File: config.mk
export PLATFORM = sky130hd
export DESIGN_NAME = packer_left
export DESIGN_NICKNAME = d
export VERILOG_FILES = /design/src/rtl/packer_left.sv
export SDC_FILE = /design/constraint.sdc
export NUM_CORES = 1
export LEC_CHECK = 0
export ABC_CLOCK_PERIOD_IN_PS = 3590
export BUFFER_PORTS_ARGS = -buffer_cell sky130_fd_sc_hd__buf_2
export CAP_MARGIN = 20
export CORE_MARGIN = 2
export CORE_UTILIZATION = 40
export CTS_CLUSTER_DIAMETER = 120
export DETAILED_ROUTE_END_ITERATION = 12
export SETUP_SLACK_MARGIN = 0.02
export SKIP_LAST_GASP = 1
export SLEW_MARGIN = 20
export SYNTH_ARGS = -nofsm -noshare
export SYNTH_HDL_FRONTEND = slang
export SYNTH_SLANG_ARGS = --single-unit
File: constraint.sdc
create_clock -name clk -period 3.59 [get_ports clk]
set_input_delay 0.5385 -clock clk [delete_from_list [all_inputs] [get_ports clk]]
set_output_delay 0.5385 -clock clk [all_outputs]
set_load 0.005 [all_outputs]
File: src/rtl/packer_left.sv
// Packs IN_WIDTH words MSB-first into OUT_WIDTH words and queues them in a 2-entry FIFO.
// A flush zero-pads a partially assembled word and pushes it once a FIFO slot is free.
module packer_left #(
    parameter int IN_WIDTH  = 64,
    parameter int OUT_WIDTH = 128
) (
    input  logic                 clk,
    input  logic                 rst_n,
    input  logic                 Reset,
    input  logic                 Unpacked_EnWr,
    input  logic [IN_WIDTH-1:0]  Unpacked_DatWr,
    output logic                 Unpacked_RdyWr,
    input  logic                 Flush,
    output logic                 Flush_Done,
    output logic                 Packed_ValRd,
    output logic [OUT_WIDTH-1:0] Packed_DatRd,
    input  logic                 Packed_EnRd
);
    localparam int RATIO = OUT_WIDTH / IN_WIDTH;
    localparam int CW    = (RATIO > 1) ? $clog2(RATIO) : 1;
    localparam logic [CW-1:0] LAST = CW'(RATIO - 1);

    logic [OUT_WIDTH-1:0] asm_q, asm_d;
    logic [CW-1:0]        cnt_q, cnt_d;
    logic                 flush_pend_q, flush_pend_d;
    logic                 done_q, done_d;
    logic [OUT_WIDTH-1:0] ent_q [2];
    logic                 wr_q, rd_q;
    logic [1:0]           fcnt_q;

    logic                 acc, pop, exec, push;
    logic [OUT_WIDTH-1:0] shifted, padded, push_data;

    generate
        if (RATIO == 1) begin : g_r1
            assign shifted = Unpacked_DatWr;
        end else begin : g_rn
            assign shifted = {asm_q[OUT_WIDTH-IN_WIDTH-1:0], Unpacked_DatWr};
        end
    endgenerate

    // Valid words sit in the low cnt slots; move them up to the MSB end.
    assign padded = asm_q << ((RATIO - 32'(cnt_q)) * IN_WIDTH);

    assign Unpacked_RdyWr = !flush_pend_q && ((cnt_q != LAST) || (fcnt_q < 2'd2));
    assign acc            = Unpacked_EnWr && Unpacked_RdyWr;
    assign pop            = Packed_EnRd && (fcnt_q != 2'd0);
    assign exec           = flush_pend_q && (fcnt_q < 2'd2);

    always_comb begin
        asm_d        = asm_q;
        cnt_d        = cnt_q;
        push         = 1'b0;
        push_data    = shifted;
        flush_pend_d = flush_pend_q | Flush;
        done_d       = 1'b0;
        // acc and exec are exclusive: RdyWr is low while a flush is pending.
        if (acc) begin
            if (cnt_q == LAST) begin
                push  = 1'b1;
                cnt_d = '0;
                asm_d = '0;
            end else begin
                asm_d = shifted;
                cnt_d = cnt_q + 1'b1;
            end
        end
        if (exec) begin
            flush_pend_d = 1'b0;
            done_d       = 1'b1;
            if (cnt_q != '0) begin
                push      = 1'b1;
                push_data = padded;
                cnt_d     = '0;
                asm_d     = '0;
            end
        end
    end

    always_ff @(posedge clk or negedge rst_n) begin
        if (!rst_n) begin
            asm_q        <= '0;
            cnt_q        <= '0;
            flush_pend_q <= 1'b0;
            done_q       <= 1'b0;
            ent_q[0]     <= '0;
            ent_q[1]     <= '0;
            wr_q         <= 1'b0;
            rd_q         <= 1'b0;
            fcnt_q       <= 2'd0;
        end else if (Reset) begin
            asm_q        <= '0;
            cnt_q        <= '0;
            flush_pend_q <= 1'b0;
            done_q       <= 1'b0;
            ent_q[0]     <= '0;
            ent_q[1]     <= '0;
            wr_q         <= 1'b0;
            rd_q         <= 1'b0;
            fcnt_q       <= 2'd0;
        end else begin
            asm_q        <= asm_d;
            cnt_q        <= cnt_d;
            flush_pend_q <= flush_pend_d;
            done_q       <= done_d;
            if (push) ent_q[wr_q] <= push_data;
            wr_q   <= wr_q ^ push;
            rd_q   <= rd_q ^ pop;
            fcnt_q <= fcnt_q + 2'(push) - 2'(pop);
        end
    end

    assign Flush_Done   = done_q;
    assign Packed_ValRd = (fcnt_q != 2'd0);
    assign Packed_DatRd = ent_q[rd_q];

endmodule
==> metrics.cfg, run 1 <==
[timing]
hold_slack_ps=300.5
finalCritPeriodShare_pct=81.18
hold_viol_final=0
setup-tns-final_ps=0
finalWorstPathRequiredPeriod_ps=2914
rsz_0062_raised_after_global_routing=false
finClkSkew_ps=10.07
worst_slew_pin_tran_ps=969.2
finalMaxSlewViolations=0
fmax_mhz=343.1
timing.slew.headroom_pct=35.38
setup_viol=0

[power_and_ir_drop]
p_leak_nw=7.984
power-per-cell-area_nw_per_um2=537.4
irDropWorstVdd_mv=0.2714

[final_layout]
synthToLayoutAreaGrowth_pct=17.07
post-route-util_pct=47.36
finish.cell_count_without_fillers=2261
final_area_sq_um=17750
finish.net_count=1798
layout-drive-gt1-share_pct=20.59
filler_cell_count=3554

[worst_setup_path]
worst-path-max-fanout=49
critPathKind=flop to output pin
cp_cell_sequence=buf_4 > mux2_2 > buf_2
critical_path.max_stage_delay_ps=870
startpoint_types=flop
cp_slowest_cell=sky130_fd_sc_hd__dfrtp_4
worstPathArrival_ps=2380
required_ps=3050
setup.worst_path.end_class=output pin
worst_path_dominant_cell_family=flip-flops
cp.buffers_inverters=2

[cts]
post_cts_hold_buffer_count=1
cts.path.max_buffers=3
ctsHtreeMaxLevel=2
clk_pin_slew_worst_paths_ps=60
tritoncts_num_sinks=327
cts.root.buffer_cell=sky130_fd_sc_hd__clkbuf_16
clk-insertion-delay-late_ps=530
cts_tree=done
cts-buffers-inserted=38
cts_resized=0
post-cts-setup-buffers=0

[floorplanning]
die_height_microns=198.7
fp.dieArea_sq_um=39490
floorplan.core_area_sq_um=37490
floorplan.rows=71
initial_utilization_pct=40.45
ioPinCount=201
dieWidth_microns=198.7

[worst_hold_path]
worst_hold_path_type=primary input to flop

[job]
cap_viol_max_count=0

[logic_synthesis]
synth.mux.area_fraction_pct=4.892
postSynthAreaPerCell_sq_um=9.461
post_synth_and_or_nand_nor_area_fraction_pct=19.67
yosysSeqAreaShare_pct=53.96
yosys_register_bits=327
netlist_instances=1603
synth-adder-area-share_pct=0.4125
synth_top_family_by_area=simple AND/OR/NAND/NOR gates
ys_warn_count=0
syn-cell-area_sq_um=15170
synth_compound_gate_area_share_pct=14.72
synth_xor_xnor_area_share_pct=0.1733
synth.lib_cells_used.distinct=34
net_count_after_synthesis=1678

[routing]
drt_wl_total_microns=43140
dr_vias=12110
route.detailed.drc=0
vias_per_cell=5.356
drt_iter0_drc=900
postRouteAntennaNets=0
drt_first_pass_iters=7
detail_route.wl_per_cell_microns=19.08

[placed_design]
place_congestion=0.7558
placed_cells=2193
place_hpwl_microns=24220
io_buffer_count=200
placement.cell_area_sq_um=16530

[global_routing]
grt_usage_pct=22.34
grt_pass1_wl_microns=69060
globalRoute.totalOverflow=0
antenna_found_initial=3
first_global_vias=11980
pin_count_of_the_biggest_net_entering_global_routing=132

[status]
status=completed

==> sequential cells by signal, indices dropped and copies added (netlist names) <==
| register | count |
|---|---|
| rd_q | 1 |
| asm_q | 64 |
| fcnt_q | 2 |
| flush_pend_q | 1 |
| Flush_Done | 1 |
| wr_q | 1 |
| cnt_q | 1 |
| ent_q | 256 |
==> stage by stage <==
step	total power, mW	setup WS (ps)
after floorplan	5.178	488.6
after global placement	5.878	752.8
after detailed placement	5.899	704.0
after CTS	9.665	642.7
after global routing	9.998	524.8
final	9.541	675.7
==> worst min-delay path: stages <==
cell and delay, ps:
sky130_fd_sc_hd__buf_2 110, sky130_fd_sc_hd__nand2b_1 80, sky130_fd_sc_hd__o32ai_1 60
==> synthesized netlist by cell type, drive strengths merged <==
cell type / number / share of area, %
nor2: 69 / 1.7
xnor2: 2 / 0.12
a211oi: 2 / 0.099
nor4b: 2 / 0.12
or2: 2 / 0.082
xor2: 1 / 0.058
nor2b: 2 / 0.082
mux2: 65 / 4.8
o21ai: 127 / 4.2
nand3b: 65 / 3.2
a211o: 1 / 0.058
clkbuf: 99 / 2.5
o32ai: 63 / 3.6
dfrtp: 327 / 54
or4b: 1 / 0.091
o31ai: 2 / 0.099
nor4bb: 1 / 0.066
and2: 1 / 0.041
mux2i: 1 / 0.066
a21oi: 195 / 6.4
inv: 68 / 1.7
o211ai: 1 / 0.082
and4: 63 / 3.6
a21o: 1 / 0.050
o211a: 1 / 0.066
nand2: 321 / 7.9
ha: 5 / 0.41
buf: 50 / 2.0
nand2b: 65 / 2.7
==> where the power goes <==
group	internal (mW)	switching [mW]
logic	0.551	1.17
registers	3.89	0.202
clock network	2.24	1.49
total	6.68	2.86
==> metal layers <==
metal	track usage, %	vias up	wire (microns)
met1	31.20	6030	19960
met3	3.747	58	2189
met5	0	-	17
met2	35.81	291	20080
met4	6.551	4	900
li1	-	5728	-
==> area by class of cell <==
class	count	area [sq um]	share of cell area, %
Antenna cell	2	5.005	0.02819
Clock buffer	60	1177	6.631
Clock inverter	5	27.53	0.1550
Inverter	68	255.2	1.438
Multi-Input combinational cell	1059	6098	34.35
Sequential cell	327	8187	46.11
Tap cell	511	639.4	3.601
Timing Repair Buffer	229	1365	7.689
==> placed cells by master, fill, tap and decap left out, types with 2 or more instances in the layout <==
cell type	count
sky130_fd_sc_hd__xnor2_1	2
sky130_fd_sc_hd__buf_4	18
sky130_fd_sc_hd__o21ai_1	19
sky130_fd_sc_hd__clkinv_2	4
sky130_fd_sc_hd__or2_2	2
sky130_fd_sc_hd__mux2_2	65
sky130_fd_sc_hd__o31ai_1	2
sky130_fd_sc_hd__inv_1	67
sky130_fd_sc_hd__dfrtp_1	326
sky130_fd_sc_hd__nand3b_1	65
sky130_fd_sc_hd__nor2_1	69
sky130_fd_sc_hd__clkbuf_8	9
sky130_fd_sc_hd__nor2b_1	2
sky130_fd_sc_hd__clkbuf_1	11
sky130_fd_sc_hd__and4_1	63
sky130_fd_sc_hd__nand2b_1	64
sky130_fd_sc_hd__nand2_1	320
sky130_fd_sc_hd__o32ai_1	63
sky130_fd_sc_hd__buf_12	10
sky130_fd_sc_hd__a21oi_1	194
sky130_fd_sc_hd__diode_2	2
sky130_fd_sc_hd__nor4b_1	2
sky130_fd_sc_hd__clkbuf_16	41
sky130_fd_sc_hd__buf_2	198
sky130_fd_sc_hd__o21ai_0	108
sky130_fd_sc_hd__ha_1	5
==> cell families (layout without fill, tap and decap cells) <==
logic type / Yosys count / count (layout)
XOR/XNOR: 3 / 3
multiplexers: 66 / 66
AO/OA/AOI/OAI: 393 / 393
AND/OR/NAND/NOR: 592 / 592
adder cells (fa/ha/maj): 5 / 5
other: 0 / 2
buffers and inverters: 217 / 362
flip-flops: 327 / 327
==> final timing paths <==
check	from	cells past startpoint	to	slack, ps
setup reg to reg	cnt_q$_DFF_PN0_	9	ent_q[157]$_DFFE_PN0P_	720
setup / recovery	rd_q$_DFF_PN0_	3	Packed_DatRd[66]	680
min in group asynchronous	rst_n	2	ent_q[233]$_DFFE_PN0P_	570
hold reg to reg	ent_q[0]$_DFFE_PN0P_	2	ent_q[0]$_DFFE_PN0P_	510
max in group asynchronous	rst_n	4	ent_q[10]$_DFFE_PN0P_	1940
hold / removal	Unpacked_DatWr[31]	3	ent_q[159]$_DFFE_PN0P_	300
Power figures use the tool's default switching activity.
==> run 2, diff against run 1 <==
ABC_CLOCK_PERIOD_IN_PS = 2700   (was 3590)
clock period = 2.7 ns   (was 3.59 ns; I/O delays follow)
==> metrics.cfg, run 2 (same netlist as run 1, synthesis figures left out) <==
[routing]
drt_iter0_drc=855
route.detailed.drc=0
dr_vias=12220
drt_wl_total_microns=43700
detail_route.wl_per_cell_microns=19.18
vias_per_cell=5.365
drt_first_pass_iters=7
postRouteAntennaNets=0

[cts]
tritoncts_num_sinks=327
cts.root.buffer_cell=sky130_fd_sc_hd__clkbuf_16
clk-insertion-delay-late_ps=540
ctsHtreeMaxLevel=2
cts_tree=done
cts-buffers-inserted=38
clk_pin_slew_worst_paths_ps=70
post-cts-setup-buffers=0
cts.path.max_buffers=3

[floorplanning]
ioPinCount=201
dieWidth_microns=198.7
fp.dieArea_sq_um=39490
floorplan.rows=71
die_height_microns=198.7
initial_utilization_pct=40.45
floorplan.core_area_sq_um=37490

[global_routing]
antenna_found_initial=1
first_global_vias=11840
grt_usage_pct=22.23
globalRoute.totalOverflow=0
grt_pass1_wl_microns=68620
pin_count_of_the_biggest_net_entering_global_routing=94

[worst_hold_path]
worst_hold_path_type=primary input to flop

[final_layout]
registers_with_the_most_flip_flops=ent_q: 256 flops, asm_q: 64 flops, fcnt_q: 2 flops
layout-drive-gt1-share_pct=22.20
largest_register=ent_q
largest_register_ffs=256
final_area_sq_um=18130
finish.cell_count_without_fillers=2278
final_common_cell=sky130_fd_sc_hd__dfrtp_1
layout_common_cells=sky130_fd_sc_hd__dfrtp_1 (325), sky130_fd_sc_hd__nand2_1 (320), sky130_fd_sc_hd__buf_2 (198)
synthToLayoutAreaGrowth_pct=19.54
filler_cell_count=3569
finish.net_count=1811

[timing]
hold_viol_final=0
setup-tns-final_ps=0
fmax_mhz=403.4
setup_viol=0
hold_slack_ps=170.4
finalWorstPathRequiredPeriod_ps=2479
worst_slew_pin_tran_ps=931.2
finalMaxSlewViolations=0
finClkSkew_ps=14.89
finalCritPeriodShare_pct=91.81
timing.slew.headroom_pct=37.92
rsz_0062_raised_after_global_routing=false

[placed_design]
place_hpwl_microns=25820
place_congestion=0.7750
placed_cells=2206
io_buffer_count=200
placement.cell_area_sq_um=16770

[worst_setup_path]
required_ps=2300
startpoint_types=flop
worst-path-max-fanout=64
critPathKind=flop to output pin
setup.worst_path.end_class=output pin
worstPathArrival_ps=2070

[job]
cap_viol_max_count=0

[status]
status=completed

[power_and_ir_drop]
finalPower_mw=13.33
power-per-cell-area_nw_per_um2=735.3
irDropWorstVdd_mv=0.4352
p_leak_nw=8.174

-- run 2: cell types whose count changed in the layout (fill, tap and decap cells not counted), moves of 2 or more --
cell                        delta
sky130_fd_sc_hd__buf_4         +3
sky130_fd_sc_hd__ha_1          -2
sky130_fd_sc_hd__clkbuf_1      -9
sky130_fd_sc_hd__clkbuf_8      +3
sky130_fd_sc_hd__clkinv_2      +7
sky130_fd_sc_hd__buf_12       +10
sky130_fd_sc_hd__ha_2          +2
sky130_fd_sc_hd__bufinv_16     +3
-- run 2: area by class of cell --
cell class | instances | area (sq um) | share of cell area, %
Multi-Input combinational cell | 1059 | 6107 | 33.69
Sequential cell | 327 | 8188 | 45.16
Inverter | 68 | 255.2 | 1.408
Antenna cell | 1 | 2.502 | 0.01380
Tap cell | 511 | 639.4 | 3.527
Timing Repair Buffer | 242 | 1588 | 8.758
Clock inverter | 16 | 165.2 | 0.9110
Clock buffer | 54 | 1185 | 6.536
-- run 2: final timing paths --
kind | start | to | slack [ps] | depth (start not counted)
setup / recovery | cnt_q$_DFF_PN0_ | Unpacked_RdyWr | 220 | 3
hold / removal | Unpacked_DatWr[10] | ent_q[10]$_DFFE_PN0P_ | 170 | 3
hold reg to reg | ent_q[3]$_DFFE_PN0P_ | ent_q[3]$_DFFE_PN0P_ | 510 | 2
setup reg to reg | cnt_q$_DFF_PN0_ | fcnt_q[1]$_DFF_PN0_ | 230 | 12
max in group asynchronous | rst_n | ent_q[103]$_DFFE_PN0P_ | 1350 | 4
min in group asynchronous | rst_n | ent_q[173]$_DFFE_PN0P_ | 440 | 2
-- run 2: timing repair --
item | 4_1_cts | 5_1_grt
resized for setup | 0 | 0
endpoints found under the hold margin | 69 | 0
hold buffers | 1 | 0
-- run 2: layer usage --
metal | part of all wire (%) | global-route usage (%)
met2 | 46 | 35.19
met5 | 0.023 | 0
met4 | 1.9 | 5.915
met1 | 46 | 31.82
met3 | 5.2 | 3.476
-- run 2: where the power goes --
group	internal (mW)	switching, mW	leakage, nW	total [mW]
Combinational	0.840	1.65	2.97	2.49
Sequential	5.17	0.205	4.52	5.38
Clock	3.35	2.11	0.682	5.46
-- run 2: stage by stage --
stage / utilization [%] / setup WS (ps)
after floorplan: - / 23.92
after global placement: 44.73 / 235.9
after detailed placement: 44.73 / 240.9
after CTS: 48.35 / 228.1
after global routing: 48.35 / 132.5
final: 48.36 / 221.1
-- run 2: worst max-delay path, stage by stage (launching register included) --
cell	delay, ps
sky130_fd_sc_hd__dfrtp_2	480
sky130_fd_sc_hd__a21oi_4	180
sky130_fd_sc_hd__buf_4	620
sky130_fd_sc_hd__buf_2	240
==> run 3, diff against run 2 <==
CORE_ASPECT_RATIO = 0.75   (was default)
==> metrics.cfg, run 3 (same netlist as run 1, synthesis figures left out) <==
[worst_setup_path]
critical_path.max_stage_delay_ps=560
worstPathArrival_ps=2860
setup.worst_path.end_class=flop
rr_startpoint=cnt_q$_DFF_PN0_
required_ps=3090
crit_path_start=cnt_q$_DFF_PN0_
critPathKind=flop to flop
timing.reg2reg.setup_slack_ps=230
worst_r2r_path_depth=12
cpMostUsedCell=sky130_fd_sc_hd__ha_2
cp_cell_sequence=a21oi_4 > nand2_4 > inv_2 > ha_2 > or4b_4 > o21ai_2 > ha_1 > inv_1 > ha_2 > xor2_1 > xnor2_1 > nor2_1
regToRegEndpoint=fcnt_q[1]$_DFF_PN0_
worst_path_dominant_cell_family=simple AND/OR/NAND/NOR gates
endpoint=fcnt_q[1]$_DFF_PN0_
startpoint_types=flop
cp_slowest_cell=sky130_fd_sc_hd__or4b_4
cp.buffers_inverters=2
path_depth=12
worst-path-max-fanout=9

[timing]
hold_slack_ps=184.2
fin_ws_ps=232.7
finalMaxSlewViolations=0
setup_viol=0
fmax_mhz=405.3
finalWorstPathRequiredPeriod_ps=2467
finalCritPeriodShare_pct=91.38
rsz_0062_raised_after_global_routing=false
finClkSkew_ps=10.13
timing.slew.headroom_pct=34.07
worst_slew_pin_tran_ps=988.9
hold_viol_final=0
setup-tns-final_ps=0

[routing]
drt_wl_total_microns=43920
drt_iter0_drc=1015
vias_per_cell=5.425
dr_vias=12240
route.detailed.drc=0
postRouteAntennaNets=0
drt_first_pass_iters=7
detail_route.wl_per_cell_microns=19.47

[floorplanning]
floorplan.core_area_sq_um=37250
initial_utilization_pct=40.72
floorplan.rows=61
die_height_microns=172.6
dieWidth_microns=228.8
fp.dieArea_sq_um=39500
ioPinCount=201

[global_routing]
globalRoute.totalOverflow=0
grt_pass1_wl_microns=70350
pin_count_of_the_biggest_net_entering_global_routing=98
first_global_vias=12040
antenna_found_initial=0
grt_usage_pct=22.27

[cts]
post-cts-setup-buffers=0
clk-insertion-delay-late_ps=520
cts_resized=0
tritoncts_num_sinks=327
cts-buffers-inserted=36
cts_tree=done
post_cts_hold_buffer_count=1
cts.root.buffer_cell=sky130_fd_sc_hd__clkbuf_16
cts.path.max_buffers=3
clk_pin_slew_worst_paths_ps=60
ctsHtreeMaxLevel=2

[power_and_ir_drop]
irDropWorstVdd_mv=0.4390
finalPower_mw=12.76
power-per-cell-area_nw_per_um2=714.9
p_leak_nw=8.031

[placed_design]
detailedPlace.worstSlack_ps=244.5
io_buffer_count=200
placed_cells=2198
place_hpwl_microns=25640
place_congestion=0.7864
placement.cell_area_sq_um=16690

[final_layout]
post-route-util_pct=47.91
ff_latch_area_sq_um=8188
synthToLayoutAreaGrowth_pct=17.67
registers_with_the_most_flip_flops=ent_q: 256 flops, asm_q: 64 flops, fcnt_q: 2 flops
final_area_sq_um=17850
layout-drive-gt1-share_pct=21.29
layout_common_cells=sky130_fd_sc_hd__dfrtp_1 (325), sky130_fd_sc_hd__nand2_1 (320), sky130_fd_sc_hd__buf_2 (198)
finish.cell_count_without_fillers=2256
multiInputGateArea_sq_um=6107
final_common_cell=sky130_fd_sc_hd__dfrtp_1
filler_cell_count=3582
largest_register_ffs=256
insertedDiodeCount=0
largest_register=ent_q
finish.net_count=1808

[worst_hold_path]
worst_hold_path_type=primary input to flop

[job]
cap_viol_max_count=0

[status]
status=completed

[run 3: cell types whose count changed in the layout (fill, tap and decap cells not counted)]
cell | previous run | this run
sky130_fd_sc_hd__buf_12 | 20 | 15
sky130_fd_sc_hd__buf_4 | 21 | 25
sky130_fd_sc_hd__clkbuf_1 | 2 | 7
sky130_fd_sc_hd__clkbuf_16 | 41 | 37
sky130_fd_sc_hd__clkbuf_8 | 12 | 7
sky130_fd_sc_hd__clkinv_2 | 11 | 3
sky130_fd_sc_hd__clkinv_4 | 1 | 0
sky130_fd_sc_hd__clkinvlp_4 | 0 | 1
sky130_fd_sc_hd__diode_2 | 1 | 0
sky130_fd_sc_hd__inv_8 | 1 | 0
[run 3: worst register-to-register path: cells and delay by family (launching register included)]
| kind | cells | cell delay [ps] |
|---|---|---|
| compound gates | 2 | 190 |
| fa+ha+maj | 3 | 580 |
| flops | 1 | 470 |
| simple gates | 3 | 680 |
| buf+inv | 2 | 100 |
| xor+xnor | 2 | 300 |
[run 3: how the worst min path moves through the flow]
stage                       startpoint                      to  slack, ps  depth (start not counted)
CTS                              Flush  flush_pend_q$_DFF_PN0_        160                          3
global placement                 rst_n  ent_q[246]$_DFFE_PN0P_        410                          1
floorplan                        rst_n    Flush_Done$_DFF_PN0_        110                          0
global route        Unpacked_DatWr[26]  ent_q[154]$_DFFE_PN0P_        190                          3
detailed placement               rst_n  ent_q[118]$_DFFE_PN0P_        410                          1
finish                           Flush  flush_pend_q$_DFF_PN0_        180                          3
[run 3: power by group]
group          switching (mW)  internal, mW
registers               0.204          5.17
logic                    1.67         0.823
clock network            1.95          2.94
total                    3.82          8.94
[run 3: final cells by class]
cell class / count / share of cell area, %
Sequential cell: 327 / 45.88
Inverter: 68 / 1.430
Clock inverter: 7 / 0.6310
Tap cell: 504 / 3.534
Clock buffer: 50 / 5.798
Timing Repair Buffer: 241 / 8.505
Multi-Input combinational cell: 1059 / 34.22
[run 3: routing by layer]
metal / wire length (microns) / GRT usage (%)
met1: 21600 / 34.22
met2: 19330 / 33.36
met3: 2316 / 3.331
met4: 678 / 4.545
met5: 0 / 0
